===== src/rtl/spi_inst_master.sv =====
// SPI instruction-frame master: shifts {1'b0, op, data} out MSB first with
// SETUP / HIGH / LOW / HOLD / GAP phases, each DIV clk cycles long.
// Every output is a flop; the combinational process computes each output's
// next value together with the next state.
module spi_inst_master #(
  parameter int unsigned DIV = 4
) (
  input  logic       clk,
  input  logic       rst,
  input  logic       start,
  input  logic [2:0] op,
  input  logic [3:0] data,
  output logic       ready,
  output logic       done,
  output logic       ss,
  output logic       sclk,
  output logic       mosi
);

  typedef enum logic [2:0] {
    S_IDLE,
    S_SETUP,
    S_HIGH,
    S_LOW,
    S_HOLD,
    S_GAP
  } state_t;

  localparam logic [7:0] CNT_LOAD = 8'(DIV - 1);

  state_t      state_q, state_d;
  logic [7:0]  cnt_q, cnt_d;
  logic [2:0]  bit_q, bit_d;
  logic [7:0]  sr_q, sr_d;
  logic        ready_q, ready_d;
  logic        done_q, done_d;
  logic        ss_q, ss_d;
  logic        sclk_q, sclk_d;
  logic        mosi_q, mosi_d;

  // State, counters, shift register and registered outputs.
  always_ff @(posedge clk or posedge rst) begin
    if (rst) begin
      state_q <= S_IDLE;
      cnt_q   <= '0;
      bit_q   <= '0;
      sr_q    <= '0;
      ready_q <= 1'b1;
      done_q  <= 1'b0;
      ss_q    <= 1'b1;
      sclk_q  <= 1'b0;
      mosi_q  <= 1'b1;
    end else begin
      state_q <= state_d;
      cnt_q   <= cnt_d;
      bit_q   <= bit_d;
      sr_q    <= sr_d;
      ready_q <= ready_d;
      done_q  <= done_d;
      ss_q    <= ss_d;
      sclk_q  <= sclk_d;
      mosi_q  <= mosi_d;
    end
  end

  // Next-state and next-output logic; outputs are set on the transition
  // into each state so that they are valid from that state's first cycle.
  // The shift register moves left on LOW->HIGH, so mosi takes sr_q[6]
  // there (the bit that becomes sr[7]) and sr_q[7] on SETUP->HIGH.
  always_comb begin
    state_d = state_q;
    cnt_d   = (cnt_q != '0) ? cnt_q - 8'd1 : '0;
    bit_d   = bit_q;
    sr_d    = sr_q;
    ready_d = ready_q;
    done_d  = 1'b0;
    ss_d    = ss_q;
    sclk_d  = sclk_q;
    mosi_d  = mosi_q;
    case (state_q)
      S_IDLE: begin
        cnt_d = '0;
        if (start) begin
          state_d = S_SETUP;
          cnt_d   = CNT_LOAD;
          bit_d   = '0;
          sr_d    = {1'b0, op, data};
          ready_d = 1'b0;
          ss_d    = 1'b0;
          sclk_d  = 1'b0;
          mosi_d  = 1'b0;
        end
      end
      S_SETUP: begin
        if (cnt_q == '0) begin
          state_d = S_HIGH;
          cnt_d   = CNT_LOAD;
          sclk_d  = 1'b1;
          mosi_d  = sr_q[7];
        end
      end
      S_HIGH: begin
        if (cnt_q == '0) begin
          state_d = S_LOW;
          cnt_d   = CNT_LOAD;
          sclk_d  = 1'b0;
        end
      end
      S_LOW: begin
        if (cnt_q == '0) begin
          bit_d = bit_q + 3'd1;
          cnt_d = CNT_LOAD;
          if (bit_q == 3'd7) begin
            state_d = S_HOLD;
          end else begin
            state_d = S_HIGH;
            sclk_d  = 1'b1;
            sr_d    = {sr_q[6:0], 1'b0};
            mosi_d  = sr_q[6];
          end
        end
      end
      S_HOLD: begin
        if (cnt_q == '0) begin
          state_d = S_GAP;
          cnt_d   = CNT_LOAD;
          ss_d    = 1'b1;
          mosi_d  = 1'b1;
          done_d  = 1'b1;
        end
      end
      S_GAP: begin
        if (cnt_q == '0) begin
          state_d = S_IDLE;
          cnt_d   = '0;
          ready_d = 1'b1;
        end
      end
      default: begin
        state_d = S_IDLE;
        cnt_d   = '0;
        ready_d = 1'b1;
        ss_d    = 1'b1;
        sclk_d  = 1'b0;
        mosi_d  = 1'b1;
      end
    endcase
  end

  assign ready = ready_q;
  assign done  = done_q;
  assign ss    = ss_q;
  assign sclk  = sclk_q;
  assign mosi  = mosi_q;

endmodule


===== config.mk =====
export PLATFORM = sky130hd
export DESIGN_NAME = spi_inst_master
export DESIGN_NICKNAME = d
export VERILOG_FILES = /design/src/rtl/spi_inst_master.sv
export SDC_FILE = /design/constraint.sdc
export NUM_CORES = 1
export LEC_CHECK = 0
export ABC_AREA = 1
export CAP_MARGIN = 10
export CORE_ASPECT_RATIO = 0.7
export CORE_MARGIN = 5
export CORE_UTILIZATION = 52
export CTS_BUF_LIST = sky130_fd_sc_hd__clkbuf_16
export CTS_CLUSTER_DIAMETER = 40
export CTS_CLUSTER_SIZE = 16
export DETAILED_ROUTE_END_ITERATION = 16
export MAX_ROUTING_LAYER = met4
export PLACE_DENSITY = 0.73
export SLEW_MARGIN = 20
export SYNTH_ARGS = -nofsm -noshare
export SYNTH_HDL_FRONTEND = slang
export SYNTH_SLANG_ARGS = --single-unit

===== constraint.sdc =====
create_clock -name clk -period 3.48 [get_ports clk]
set_clock_uncertainty 0.1 [all_clocks]
set_input_delay 0.696 -clock clk [delete_from_list [all_inputs] [get_ports clk]]
set_output_delay 0.696 -clock clk [all_outputs]
set_load 0.02 [all_outputs]

== Word level (Yosys, flattened, before mapping) ==
Index checks and enable logic that the tools add are counted.
Storage, ports and cells
  register bits after elaboration: 27
  bits of input ports: 10
  output and inout port bits: 5
  word-level logic and storage cells: 77
Cells by class
  add/sub/neg operators: 2
  equal/unequal tests: 13
  mux-type cells: 34
  bitwise operators: 4
  reductions and logical operators: 15
Operators by type and width (number)
  two-way mux 8 bit: 6
  two-way mux 3 bit: 9
  one-hot mux 8 bit (3 select lines): 1
  one-hot mux 3 bit (6 select lines): 1
  AND reduction 6 bit: 3
  one-hot mux 8 bit (2 select lines): 1
  inequality test 2 bit (second input constant): 7
  two-way mux 1 bit: 10
  one-hot mux 1 bit (5 select lines): 2
  equality test 3 bit (second input constant): 3
  AND reduction 3 bit: 3
  logical NOT 8 bit: 1
  nonzero test 8 bit: 1
  OR reduction 4 bit: 2
  subtractor 8 x 1 -> 8 bit (second input constant): 1
  equality test 3 x 2 -> 1 bit (second input constant): 2
  one-hot mux 1 bit (3 select lines): 2
  one-hot mux 3 bit (2 select lines): 1
  NOT 1 bit: 4
  AND reduction 4 bit: 1
  OR reduction 2 bit: 2
  adder 3 x 1 -> 3 bit (second input constant): 1
  equality test 3 x 1 -> 1 bit (second input constant): 1
  logical NOT 3 bit: 1
  other kinds (2): 2

== Longest topological paths before layout ==
  word-level depth: 4
  mapped depth: 10
  mapped depth without buffers: 9

== Worst setup path before layout ==
Ideal clock, no wire load.
  path type: flip-flop to flip-flop
  start: reg cnt_q[0]
  end: reg sclk_q, in the netlist sclk
  setup time: 0.117 ns
  arrival time: 1.275 ns
  required time: 3.263 ns
  path slack: 1.988 ns
  cell stages (with the launch flop): 11
  path buffers: 1
  period minus slack after synthesis: 1.492 ns
  path through: dfrtp_1 inv_1 ha_1 nand2_1 nor2_4 nor2_2 nor2_4 buf_6 nand2_1 nand2_1 nand2_1
On the way
  longest elaborated chain between the ends: 3
RTL lines
  start, declared: RTL line 32  | logic [7:0] cnt_q, cnt_d;
  start signal, assigned: RTL line 55  | cnt_q <= cnt_d;
  logical NOT 8 bit *: RTL line 95, 103, 110
  inequality test 2 bit (no line)
  AND reduction 6 bit (no line) *
  end signal, assigned: RTL line 61  | sclk_q <= sclk_d;
  end, declared: RTL line 38  | logic sclk_q, sclk_d;
Every way passes the cells marked *; elsewhere a longest branch is shown, timed or not.
A chain may end at the register's enable or synchronous reset.

== Final worst setup path ==
  start: reg ss_q, in the netlist ss
  end: out ss
RTL lines
  start, declared: RTL line 37  | logic ss_q, ss_d;
  start signal, assigned: RTL line 60  | ss_q <= ss_d;
  end, declared: RTL line 15  | output logic ss,
No word-level cell between the ends.

==> impl_summary.md <==
Outcome
The run finished with clean final reports.

Layout
The multi-input gate area in the final layout is between 700 and 800 um^2. In the final layout, flip-flops and latches occupy 679 um^2. The antenna diode count is 0. The final net count is approximately 240.

In the final layout, the share of cells above drive strength 1 is 0.0991. Leaving out fill and tap cells, the most frequent cell in the layout is sky130_fd_sc_hd__nand2_1. In the layout the commonest cells are 77 x sky130_fd_sc_hd__nand2_1, 24 x sky130_fd_sc_hd__dfrtp_1, 23 x sky130_fd_sc_hd__nand3_1. The layout has between 200 and 250 filler cells. Once layout is done, the placed cells without fillers occupy 1810 um^2. From synthesis to final layout, the design area changed by 14.4%.

Pwr
The share of power burned in the clock network is 0.148. The internal power is 0.932 mW. Of the total power, registers draw 0.328. The total power is around 1.7 mW.

The reported net switching power is slightly above 0.8 mW. The share of total power in combinational logic is 0.524. The ratio of total power to cell area is 958 nW/um^2. IR analysis of the VDD net gives a maximum drop of ~0.50 mV. The reported leakage power is ~0.95 nW. The net switching share of the total power is 0.464.

Critical path
The startpoint type of the worst setup path is a flop. The critical path endpoint category is a primary output. For this design, the slowest cell found on the critical path is sky130_fd_sc_hd__clkdlybuf4s50_1. At the worst endpoint, the arrival time is 1400 ps. The combined buffer and inverter count along the critical path is 1. The signal on the critical path passes through clkdlybuf4s50_1. The critical path is of the flop to primary output type. The kind of cell with the highest combined delay along the critical path is buffers and inverters. Tracing the worst setup path back leads to its startpoint at ss.

The start of the worst register-to-register path is cnt_q[0]. The largest single stage delay on the critical path is 610 ps. Data on the critical path is required at its endpoint by 2680 ps. Of all nets on the critical path, the largest fanout is 2.

Timing
Setup repair after global routing left no endpoint under its margin. The count of final hold-check violations is 0. For the final routed database, the setup TNS stands at 0 ps. In the post-route analysis, the smallest setup slack over all paths is ~1300 ps. After layout, the minimum clock period comes to around 2200 ps.

The actual slew at the worst max-slew pin is between 500 and 600 ps. Timing would allow up to 455 MHz. Setup violations remaining at the end of the flow were counted as 0. In the finished design, the share of the clock period the worst path needs comes to 0.632. The worst hold margin is 368 ps. Headroom to the max-slew limit came out at 0.627. The final count of pins violating max slew is 0.

Global routing
Global routing finished with a remaining overflow of 0. The via count of the first global-routing pass is 1220. The first global-routing pass estimated 5890 um of wire. In the global route stage, overall resource usage came out at 0.176. The number of antenna violations at the first check in global routing is 0. Entering global routing, the biggest net connects 28 pins.

Synth
The top cell type by total area after synthesis is sky130_fd_sc_hd__dfrtp_1. Of the post-synthesis cell area, the dominant cell type holds 0.379. The most frequently used flop master after synthesis is sky130_fd_sc_hd__dfrtp_1. After synthesis, the share of flip-flops with an asynchronous set or reset is 1.00. The largest family of logic cells by synthesized area is simple AND/OR/NAND/NOR gates. The post-synthesis adder-cell area fraction is 0.0315. The synthesized area divided by synthesized cell count is around 7.6 um^2.

The netlist area before placement is 1590 um^2. The complex-gate fraction of the synthesized area was 0.0591. Ranked by total cell area, the synthesized netlist is headed by sky130_fd_sc_hd__dfrtp_1 38%, sky130_fd_sc_hd__nand2_1 18%, sky130_fd_sc_hd__nand3_1 7.3%, sky130_fd_sc_hd__dfstp_2 5.0%, sky130_fd_sc_hd__nor2_1 5.0%. The number of cells produced by synthesis is 208. The number of warnings issued by yosys is 0.

The count of distinct cell types in the synthesized netlist is 27. The number of synthesized flops with an enable pin is 0. Synthesis inferred 27 register bits.

The synthesized net count is 222. Of the total synthesized cell area, the portion taken by XOR and XNOR cells is 0.0110. Of the total synthesized cell area, the portion taken by AND, OR, NAND and NOR gates is 0.397. The multiplexer fraction of the synthesized cell area is 0. The fraction of the yosys area taken by sequential cells is 0.428.

Detailed routing
The first-pass iteration count of the detailed router is 4. The detailed-route vias per instance is 5.01. For this block, the initial DRC count from the detailed router was 83.

After detailed routing, the average wire length per cell comes to roughly 13 um. The via count is ~1300. The number of nets with antenna violations after detailed routing is 0. After detailed routing, the number of remaining DRC violations is 0. The final layout contains routed wiring with a total length of 3300 um.

Hold path
The startpoint of the most critical hold path is ready. The path category of the worst min-delay check is flop to flop.

Die
The core region is 2860 um^2. The overall die height is 56.2 um. The number of placement rows is 16.

The starting density of the core is 0.554. The floorplan step defined a die boundary enclosing ~4300 um^2. The number of ports placed on the die boundary is 15. The die is between 70 and 80 um wide.

Placed design
The number of port buffers is 14. After detailed placement, the total cell area comes to 1730 um^2. Summed over all nets, the half-perimeter wirelength after detailed placement is 2490 um. The congestion estimate from routability-driven global placement came to about 0.91. The setup slack after placement is between 1000 and 1500 ps.

Clock network
In this run the post-CTS setup repair buffer count came out at 0. Clock-pin slew was measured on the worst setup and hold paths at around 60 ps. The number of resized instances in the post-cts repair step is 0. The number of buffers created by CTS is 3.

Clock tree synthesis selected as its root buffer the cell sky130_fd_sc_hd__clkbuf_16. CTS built an H-tree with a depth of 1. Counting along the longest clock path gives a buffer depth of 2. The clock tree from TritonCTS is yes. The number of hold buffers added after CTS was 0.

The later-pin clock latency in the skew report is approximately 260 ps. Counting every sink on the clock net gives 27.

Flow run
The reported max-cap violation count is 0.
[layer usage]
| metal | up-vias | global-route usage | part of all wire |
|---|---|---|---|
| met5 | - | - | 0 |
| met4 | 0 | 0.0305 | 0.0064 |
| met3 | 4 | 0.0502 | 0.057 |
| met2 | 31 | 0.229 | 0.41 |
| met1 | 571 | 0.267 | 0.53 |
| li1 | 687 | - | - |
[cell families after synthesis]
family	Yosys count
DFF	27
AOI/OAI and AO/OA	15
and+or+nand+nor	136
buffers and inverters	24
xor gates and xnor gates	2
adders and majority gates	4
[registers in the layout, summed over array words and instances, names as in the netlist]
register / flops
cnt_q: 8
sr_q: 8
bit_q: 3
state_q: 3
done: 1
mosi: 1
ready: 1
sclk: 1
ss: 1
[final timing paths]
kind | cells after the start | slack (ps) | endpoint
min reg2reg | 2 | 370 | ready
min | 2 | 370 | ready
max reg2reg | 9 | 1670 | sr_q[3]
max | 1 | 1280 | ss
max in group asynchronous | 2 | 2190 | ready
min in group asynchronous | 2 | 710 | cnt_q[2]
[stage by stage]
stage          cells  utilization
2_1_floorplan    208            -
3_3_place_gp     254        0.606
3_5_place_dp     254        0.606
4_1_cts          258        0.634
5_1_grt          258        0.634
6_report         258        0.634
[cells in the mapped netlist, drive strengths merged, types with 2 or more instances]
library cell and count:
nand4 2, inv 20, o21ai 9, a21oi 4, dfstp 3, xor2 2
nand3 25, nor2 27, nand2 80, buf 4, dfrtp 24, ha 4
[final cells by class]
type	instances	area share
sequential	27	0.374
multi-input combinational	157	0.437
timing repair buffer	14	0.0772
clock inverter	1	0.00276
clock buffer	3	0.0414
tap	36	0.0248
inverter	20	0.0428
[power groups by stage]
stage	clock [mW]	sequential (mW)	combinational [mW]
after global placement	0	0.569	0.879
after global routing	0.277	0.586	1.04
after CTS	0.264	0.568	0.913
after detailed placement	0	0.574	0.906
final	0.257	0.570	0.912
after floorplan	0	0.546	0.743
Note: power is estimated with default switching activity, not from simulation.
